## src/rtl/hazard_pkg.sv

```systemverilog
// rtl/hazard_pkg.sv - shared types and constants for the hazard unit
package hazard_pkg;

    localparam int MULDIV_LAT_DEFAULT = 32;
    localparam int CNT_W              = 6;

    typedef enum logic [1:0] {
        IDLE = 2'd0,
        BUSY = 2'd1,
        DONE = 2'd2
    } md_state_e;

endpackage

```

## src/rtl/muldiv_timer.sv

```systemverilog
// rtl/muldiv_timer.sv - mul/div occupancy FSM and latency down-counter
// Holds a mul/div op in EX for MULDIV_LAT cycles, then one DONE cycle.
module muldiv_timer
    import hazard_pkg::*;
#(
    parameter int MULDIV_LAT = MULDIV_LAT_DEFAULT
) (
    input  logic clk_i,
    input  logic rst_i,
    input  logic muldiv_i,
    input  logic dmem_stall_i,
    output logic start_o,
    output logic stall_o,
    output logic busy_o
);

    localparam logic [CNT_W-1:0] CNT_LOAD = CNT_W'(MULDIV_LAT - 1);

    md_state_e        state_q, state_d;
    logic [CNT_W-1:0] cnt_q, cnt_d;

    always_ff @(posedge clk_i or posedge rst_i) begin
        if (rst_i) begin
            state_q <= IDLE;
            cnt_q   <= '0;
        end else begin
            state_q <= state_d;
            cnt_q   <= cnt_d;
        end
    end

    always_comb begin
        state_d = state_q;
        cnt_d   = cnt_q;
        start_o = 1'b0;
        stall_o = 1'b0;
        case (state_q)
            IDLE: begin
                // A new op only launches once memory is ready and reset is released.
                if (muldiv_i && !dmem_stall_i && !rst_i) begin
                    start_o = 1'b1;
                    stall_o = 1'b1;
                    cnt_d   = CNT_LOAD;
                    state_d = BUSY;
                end
            end
            BUSY: begin
                stall_o = 1'b1;
                cnt_d   = (cnt_q != '0) ? cnt_q - CNT_W'(1) : '0;
                if (cnt_d == '0) begin
                    state_d = DONE;
                end
            end
            DONE: begin
                if (!dmem_stall_i) begin
                    state_d = IDLE;
                end
            end
            default: begin
                state_d = IDLE;
                cnt_d   = '0;
            end
        endcase
    end

    assign busy_o = (state_q == BUSY) || (state_q == DONE);

endmodule

```

## src/rtl/hazard_unit.sv

```systemverilog
// rtl/hazard_unit.sv - pipeline stall/flush priority logic
// Mul/div occupancy tracking is included only when MULDIV_EN is defined.
module hazard_unit
    import hazard_pkg::*;
#(
    parameter int MULDIV_LAT = MULDIV_LAT_DEFAULT
) (
    input  logic       clk_i,
    input  logic       rst_i,
    input  logic [4:0] IFID_rs1_i,
    input  logic [4:0] IFID_rs2_i,
    input  logic [4:0] IDEX_rd_i,
    input  logic       IDEX_memrd_i,
    input  logic       IDEX_muldiv_i,
    input  logic       branch_taken_i,
    input  logic       dmem_stall_i,
    output logic       pc_stall_o,
    output logic       ifid_stall_o,
    output logic       idex_stall_o,
    output logic       exmem_stall_o,
    output logic       ifid_flush_o,
    output logic       idex_flush_o,
    output logic       muldiv_start_o,
    output logic       muldiv_busy_o
);

    logic md_stall;
    logic load_use;

`ifdef MULDIV_EN
    muldiv_timer #(
        .MULDIV_LAT(MULDIV_LAT)
    ) u_muldiv_timer (
        .clk_i       (clk_i),
        .rst_i       (rst_i),
        .muldiv_i    (IDEX_muldiv_i),
        .dmem_stall_i(dmem_stall_i),
        .start_o     (muldiv_start_o),
        .stall_o     (md_stall),
        .busy_o      (muldiv_busy_o)
    );
`else
    logic unused_md;
    assign unused_md      = ^{clk_i, rst_i, IDEX_muldiv_i, 7'(MULDIV_LAT)};
    assign md_stall       = 1'b0;
    assign muldiv_start_o = 1'b0;
    assign muldiv_busy_o  = 1'b0;
`endif

    assign load_use = IDEX_memrd_i && (IDEX_rd_i != 5'd0) &&
                      ((IDEX_rd_i == IFID_rs1_i) || (IDEX_rd_i == IFID_rs2_i));

    // Priority: memory stall, then mul/div occupancy, then branch flush, then load-use.
    always_comb begin
        pc_stall_o    = 1'b0;
        ifid_stall_o  = 1'b0;
        idex_stall_o  = 1'b0;
        exmem_stall_o = 1'b0;
        ifid_flush_o  = 1'b0;
        idex_flush_o  = 1'b0;
        if (dmem_stall_i) begin
            pc_stall_o    = 1'b1;
            ifid_stall_o  = 1'b1;
            idex_stall_o  = 1'b1;
            exmem_stall_o = 1'b1;
        end else if (md_stall) begin
            pc_stall_o    = 1'b1;
            ifid_stall_o  = 1'b1;
            idex_stall_o  = 1'b1;
        end else if (branch_taken_i) begin
            ifid_flush_o  = 1'b1;
            idex_flush_o  = 1'b1;
        end else if (load_use) begin
            pc_stall_o    = 1'b1;
            ifid_stall_o  = 1'b1;
            idex_flush_o  = 1'b1;
        end
    end

endmodule

```

## config.mk

```make
export PLATFORM = sky130hd
export DESIGN_NAME = hazard_unit
export DESIGN_NICKNAME = d
export VERILOG_FILES = /design/src/rtl/hazard_pkg.sv /design/src/rtl/muldiv_timer.sv /design/src/rtl/hazard_unit.sv
export SDC_FILE = /design/constraint.sdc
export NUM_CORES = 1
export LEC_CHECK = 0
export ABC_AREA = 1
export BUFFER_PORTS_ARGS = -buffer_cell sky130_fd_sc_hd__buf_2
export CORE_AREA = 2 2 39 41
export DETAILED_ROUTE_END_ITERATION = 10
export DIE_AREA = 0 0 41 43
export PLACE_DENSITY = 0.52
export SYNTH_ARGS = -nofsm -noshare
export SYNTH_HDL_FRONTEND = slang
export SYNTH_HIERARCHICAL = 1
export SYNTH_SLANG_ARGS = --single-unit
```

## constraint.sdc

```tcl
create_clock -name vclk -period 4.14
set_input_delay 1.242 -clock vclk [all_inputs]
set_output_delay 1.242 -clock vclk [all_outputs]
set_load 0.02 [all_outputs]
```

# Word-level counts from Yosys, hierarchy flattened
# Index checks and enable logic that the tools add are counted.
[word_totals] ff_bits=0 latch_bits=0 mem_bits_rw=0 mem_bits_ro=0 mem_count=0
[classes] n_addsub=0 multipliers=0 div=0 n_lt_le_gt_ge=0 n_eq_ne=2 n_shift=0 n_mux=8 bitwise=0 n_reduce_logical=4
[ops] op="equality test 5 bit" n=2
[ops] op="two-way mux 1 bit" n=8
[ops] op="nonzero test 5 bit" n=1
[ops] op="logical AND 1 bit" n=2
[ops] op="logical OR 1 bit" n=1

# Depth between registers and ports, before layout
# Gate-level depths: netlist of run 1.
[depth] depth_word=6 ltp_mapped=9 mapped_depth_nobuf=8

# Worst setup path after synthesis of run 1
# No wires, ideal clock.
[synth_path] path_type="input -> output" startpoint="input IFID_rs1_i[2]" endpoint="output pc_stall_o" t_arrival_ns=1.992 required_time_ns=2.898 setup_slack_ns=0.906 stages=9 n_path_buf=1 cell_sequence="inv_1 -> nand2_1 -> nand2_1 -> nor2_1 -> nand3_1 -> nand2_1 -> nand3_1 -> nand2_1 -> buf_4"
[synth_via] elab_chain_len=6
[synth_lines] item="start: declaration" line="hazard_unit.sv:10" source="input logic [4:0] IFID_rs1_i,"
[synth_lines] item="equality test 5 bit" line="hazard_unit.sv:51" source="((IDEX_rd_i == IFID_rs1_i) || (IDEX_rd_i == IFID_rs2_i));"
[synth_lines] item="logical OR 1 bit" line="hazard_unit.sv:51"
[synth_lines] item="logical AND 1 bit" line="hazard_unit.sv:50" source="assign load_use = IDEX_memrd_i && (IDEX_rd_i != 5'd0) &&"
[synth_lines] item="two-way mux 1 bit (3 in a row)"
[synth_lines] item="end: declaration" line="hazard_unit.sv:17" source="output logic pc_stall_o,"
# Every way passes these cells.

# Worst setup path in the final report of run 1
[layout_path] startpoint="input IDEX_rd_i[0]" endpoint="output pc_stall_o"
[layout_via] elab_chain_len=6 word_cells_on_any_way=9 cone_classes="2 x eq/ne; 3 x mux; 4 x reduce/logical"
[layout_lines] item="start: declaration" line="hazard_unit.sv:12" source="input logic [4:0] IDEX_rd_i,"
[layout_lines] item="equality test 5 bit / nonzero test 5 bit (equally long branches)" line="hazard_unit.sv:51, hazard_unit.sv:50"
[layout_lines] item="logical OR 1 bit / logical AND 1 bit (equally long branches)" line="hazard_unit.sv:51, hazard_unit.sv:50"
[layout_lines] item="logical AND 1 bit (*)" line="hazard_unit.sv:50"
[layout_lines] item="two-way mux 1 bit (*)" line="hazard_unit.sv:73" source="end else if (load_use) begin"
[layout_lines] item="two-way mux 1 bit (*)" line="hazard_unit.sv:70" source="end else if (branch_taken_i) begin"
[layout_lines] item="two-way mux 1 bit (*)" line="hazard_unit.sv:61" source="if (dmem_stall_i) begin"
# Every way passes the cells marked *; elsewhere a longest branch is shown, timed or not.

==> metrics.cfg, run 1 <==
[run_status]
status=finished, final reports clean

[yosys]
synth-seq-area-share_pct=0
synth_cell_type_count=11
yosys_warnings=6
syn_inst=63
synth_area_um2=274
avgSynthCellArea_um2=4.35

[floorplanning]
core_area_um2=1380
fp.dieH_um=43
die_area_um2=1760
design.portCount=29
placementRows=14
fp.dieW_um=41
start_util_pct=19.8

[timing]
fin_setup_tns_ns=0
fin_ws_ns=0.856
period_needed_ns=3.28
fmax_ghz=0.304
fin_hold_ws_ns=2.74
fin_crit_sh_pct=79.3
grt_setup_unrepaired=no
finalSetupViolations=0
hold_viol=0
slew_viol_final=0

[clock_tree]
post-cts-setup-buffers=0
cts_resized=0
ctsHoldBuffers=0

[placed_design]
port-buffer-count=24
routabilityCongestion=0.704
dp.cells=99
placed_cell_area_um2=380
dpl.hpwl_um=581
dp_slack_ns=0.845

[worst_setup_path]
cp-end-kind=primary output
path_max_fanout=4
cp.arrival_ns=2.04
startpoint_type=primary input
critPathRequiredTime_ns=2.90
worstSetupPathType=primary input to primary output

[final_layout]
synthToLayoutAreaGrowth_pct=38.8
final_util_pct=27.5
final_cell_mix=nand2_1 (25), buf_2 (24), inv_1 (12), nor2_1 (7)
nNetsFinal=106
final_common_cell=nand2_1
nClkBuffers=0
nFillCells=172
drive_gt1_share_pct=33.7
antenna_cells=0
seqCellArea_um2=0
final_cells=99
design_area_um2=380
seq_cell_count=0

[grt]
grt_usage_pct=6.69
gr-total-overflow=0
grt_max_degree=5
antenna_found_initial=0
grt_pass1_wl_um=910
grt_pass1_vias=288

[route]
route.vias.total=371
drc_errors=0
drtPass1Iterations=4
ant_nets=0
wl_per_cell_um=6.06
drtIter0Drc=7
totalWireLength_um=600
via_per_inst=3.75

[run]
maxCapViolations=0

[power_and_ir_drop]
intPower_uw=15.4
swShare_pct=58.0
power.density_nw_per_um2=96.5
power.leakage_nw=0.285
pwr-share-seq_pct=0
power_frac_comb_pct=100.0
ir_drop_mv=0.0270
p_switching_uw=21.3
power.total_uw=36.7
power.share.clock_pct=0

[min_path]
hold_depth=2
hold_class=primary input to primary output

## area by class of cell
cell class | instances | area [um2] | area share, %
multi-input combinational | 42 | 176 | 46.4
timing repair buffer | 24 | 120 | 31.6
inverter | 17 | 63.8 | 16.8
tap | 16 | 20.0 | 5.26
## cells by family after synthesis
family                 after synthesis  share of synthesized area, %
buffers and inverters               22                          37.0
other                                1                          1.37
AND/OR/NAND/NOR                     37                          53.4
XOR/XNOR                             2                          6.39
AO/OA/AOI/OAI                        1                          1.82
## power groups by stage
| stage | Sequential [mW] | Combinational [mW] | Clock [mW] |
|---|---|---|---|
| after floorplan | 0 | 0.0247 | 0 |
| after global placement | 0 | 0.0369 | 0 |
| after detailed placement | 0 | 0.0372 | 0 |
| after CTS | 0 | 0.0373 | 0 |
| after global routing | 0 | 0.0419 | 0 |
| final | 0 | 0.0367 | 0 |
## synth_stat cells (all sizes together)
master  number  area share [%]
inv         16              22
xnor2        2             6.4
nor2         7             9.6
clkinv       1             1.4
conb         1             1.4
o21ai        1             1.8
buf          5              14
nand2       25              34
nand4        1             2.3
nand3        4             7.3
## final timing paths
check	slack (ns)	from	end
max	0.86	IDEX_rd_i[0]	pc_stall_o
min	2.74	dmem_stall_i	exmem_stall_o
## routing by layer
metal  global-route usage (%)  wire length [um]
met5                        0                 0
met3                        0                38
met4                        0                 0
met1                     8.23               264
met2                     12.8               297
## critical path: stages
cell	delay, ns
buf_2	0.12
nor2_1	0.10
nor2_1	0.05
nor2_1	0.09
nand3_1	0.07
nand2_1	0.08
nand3_1	0.07
nand2_1	0.07
buf_2	0.16
(Power assumes the default switching activity.)
==> run 2, diff against run 1 <==
--- a/config.mk
+++ b/config.mk
@@ -5,12 +5,12 @@
 export SDC_FILE = /design/constraint.sdc
 export NUM_CORES = 1
 export LEC_CHECK = 0
-export ABC_AREA = 1
+export ABC_AREA = 0
 export BUFFER_PORTS_ARGS = -buffer_cell sky130_fd_sc_hd__buf_2
 export CORE_AREA = 2 2 39 41
 export DETAILED_ROUTE_END_ITERATION = 10
 export DIE_AREA = 0 0 41 43
-export PLACE_DENSITY = 0.52
+export PLACE_DENSITY = 0.48
 export SYNTH_ARGS = -nofsm -noshare
 export SYNTH_HDL_FRONTEND = slang
 export SYNTH_HIERARCHICAL = 1
==> constraint.sdc (replaced) <==
create_clock -name vclk -period 2.6
set_input_delay 0.78 -clock vclk [all_inputs]
set_output_delay 0.78 -clock vclk [all_outputs]
set_load 0.02 [all_outputs]
==> metrics.cfg, run 2 <==
[timing]
slew_viol_final=0  ; unchanged
fin_crit_sh_pct=100
hold_viol=0  ; unchanged
fmax_ghz=0.383
finalSetupViolations=3  ; +3
period_needed_ns=2.61
grt_setup_unrepaired=yes
fin_ws_ns=-0.0105  ; -0.866 ns
fin_setup_tns_ns=-0.0108  ; -0.0108 ns

[final_layout]
seq_cell_count=0  ; unchanged
nNetsFinal=74  ; -30%
antenna_cells=0  ; unchanged
multi_input_area_um2=195  ; +11%
seqCellArea_um2=0  ; unchanged
final_cell_mix=buf_2 (20), xor2_1 (10), buf_6 (5)
drive_gt1_share_pct=64.7  ; +31 points
nFillCells=166  ; -3.5%
synthToLayoutAreaGrowth_pct=101
nClkBuffers=0  ; unchanged
final_common_cell=buf_2

[yosys]
synth_most_common_cell=xor2_1
avgSynthCellArea_um2=7.02  ; +61%
synth_compound_area_share_pct=15.9  ; +14 points
synthTopCellsByArea=xor2_1 (45%), buf_4 (19%), o31ai_1 (7.6%), nor3_1 (5.1%), o21ai_2 (4.5%)
synth-simple-area-share_pct=14.6  ; -39 points
yosys_warnings=6  ; unchanged
synth-seq-area-share_pct=0  ; unchanged
synthXorXnorAreaFrac_pct=44.6  ; +38 points
synth_top_family_by_area=XOR/XNOR gates
synth_mux_area_share_pct=0  ; unchanged
netlist.area_leader.share_pct=44.6  ; +10 points
yosys.area_share.adder_pct=0  ; unchanged
syn_inst=28  ; -56%
synth_cell_type_count=11  ; unchanged
yosys.area.top_type=xor2_1
synth_area_um2=196  ; -28%
synth_commonest_cells=xor2_1 (10), buf_4 (5)

[route]
via_per_inst=3.78  ; +0.76%
drtIter0Drc=1  ; -6
drc_errors=0  ; unchanged
route.vias.total=253  ; -32%
drtPass1Iterations=2  ; -2
totalWireLength_um=537  ; -11%
ant_nets=0  ; unchanged
wl_per_cell_um=8.01  ; +32%

[worst_setup_path]
cp.arrival_ns=1.83  ; -0.21 ns
path_max_fanout=2  ; -2
worstSetupPathType=primary input to primary output
cp-endpoint=idex_flush_o
crit_start=IDEX_rd_i[1]
cp-end-kind=primary output
startpoint_type=primary input
critPathRequiredTime_ns=1.82  ; -1.08 ns

[grt]
gr-total-overflow=0  ; unchanged
grt_pass1_vias=212  ; -26%
grt_pass1_wl_um=834  ; -8.4%
antenna_found_initial=0  ; unchanged
grt_max_degree=5  ; unchanged
grt_usage_pct=6.09  ; -0.60 points

[placed_design]
routabilityCongestion=0.678  ; -3.7%
dpl.hpwl_um=491  ; -15%
dp_slack_ns=-0.0892  ; -0.934 ns
port-buffer-count=24  ; unchanged

[min_path]
hold_class=primary input to primary output

[power_and_ir_drop]
pwr-share-seq_pct=0  ; unchanged
ir_drop_mv=0.0415  ; +54%
power.density_nw_per_um2=172  ; +78%
p_switching_uw=34.8  ; +63%
swShare_pct=51.3  ; -6.7 points
intPower_uw=32.9  ; +110%
power.leakage_nw=0.205  ; -28%
power.share.clock_pct=0  ; unchanged
power_frac_comb_pct=100.0  ; about the same

[run_status]
violations=negative setup slack
status=finished with violations

[clock_tree]
post-cts-setup-buffers=0  ; unchanged
ctsHoldBuffers=0  ; unchanged

[floorplanning]
start_util_pct=14.2  ; -5.6 points
fp.dieH_um=43  ; unchanged
placementRows=14  ; unchanged
design.portCount=29  ; unchanged
core_area_um2=1380  ; unchanged
die_area_um2=1760  ; unchanged
fp.dieW_um=41  ; unchanged

[run]
maxCapViolations=0  ; unchanged

==> run 2: routing by layer <==
metal,vias up,global-route usage [%],wire [um]
met5,-,0,0
met3,0,0.524,56
met2,14,10.6,266
met1,108,8.23,214
met4,0,0,0
li1,131,-,-
==> run 2: through the flow <==
step	cells	util (%)	total power [mW]	instance area [um2]	hold WS (ns)
6_report	67	28.5	0.0677	394	1.83
5_1_grt	67	28.5	0.0735	394	1.84
4_1_cts	67	27.6	0.0659	382	1.83
3_5_place_dp	67	24.5	0.0577	339	1.83
3_3_place_gp	67	24.5	0.0575	339	1.82
2_1_floorplan	29	-	0.0344	214	1.65
==> run 2: how the worst min path moves through the flow <==
stage	startpoint	endpoint	slack, ns	cells past startpoint
3_5_place_dp	dmem_stall_i	idex_stall_o	1.83	2
5_1_grt	dmem_stall_i	idex_stall_o	1.84	2
2_1_floorplan	branch_taken_i	ifid_stall_o	1.65	1
3_3_place_gp	dmem_stall_i	exmem_stall_o	1.82	2
6_report	dmem_stall_i	idex_stall_o	1.83	2
4_1_cts	dmem_stall_i	idex_stall_o	1.83	2
==> run 2: kinds of logic (layout without fill, tap and decap cells) <==
| family | count (synthesis) | after routing |
|---|---|---|
| AO/OA/AOI/OAI | 4 | 4 |
| XOR/XNOR | 10 | 10 |
| buffers and inverters | 7 | 29 |
| AND/OR/NAND/NOR | 6 | 6 |
| other | 1 | 2 |
==> run 2: layout make-up <==
class | count | area share, %
inverters | 2 | 1.90
well taps | 16 | 5.08
repair buffers | 27 | 43.5
multi-input cells | 22 | 49.5
==> run 2: what timing repair did <==
item,CTS,global route
pin swaps,2,5
gates resized for setup,10,3
endpoints found under the setup margin,3,3
==> run 2: worst max-delay path, stage by stage <==
cell     delay (ns)
buf_6          0.09
or4_4          0.54
o21ai_4        0.17
o31ai_1        0.08
buf_2          0.16
==> run 2: power groups by stage <==
stage / clock network (mW) / registers, mW / logic [mW]
floorplan: 0 / 0 / 0.0344
global placement: 0 / 0 / 0.0575
detailed placement: 0 / 0 / 0.0577
CTS: 0 / 0 / 0.0659
global route: 0 / 0 / 0.0735
finish: 0 / 0 / 0.0677
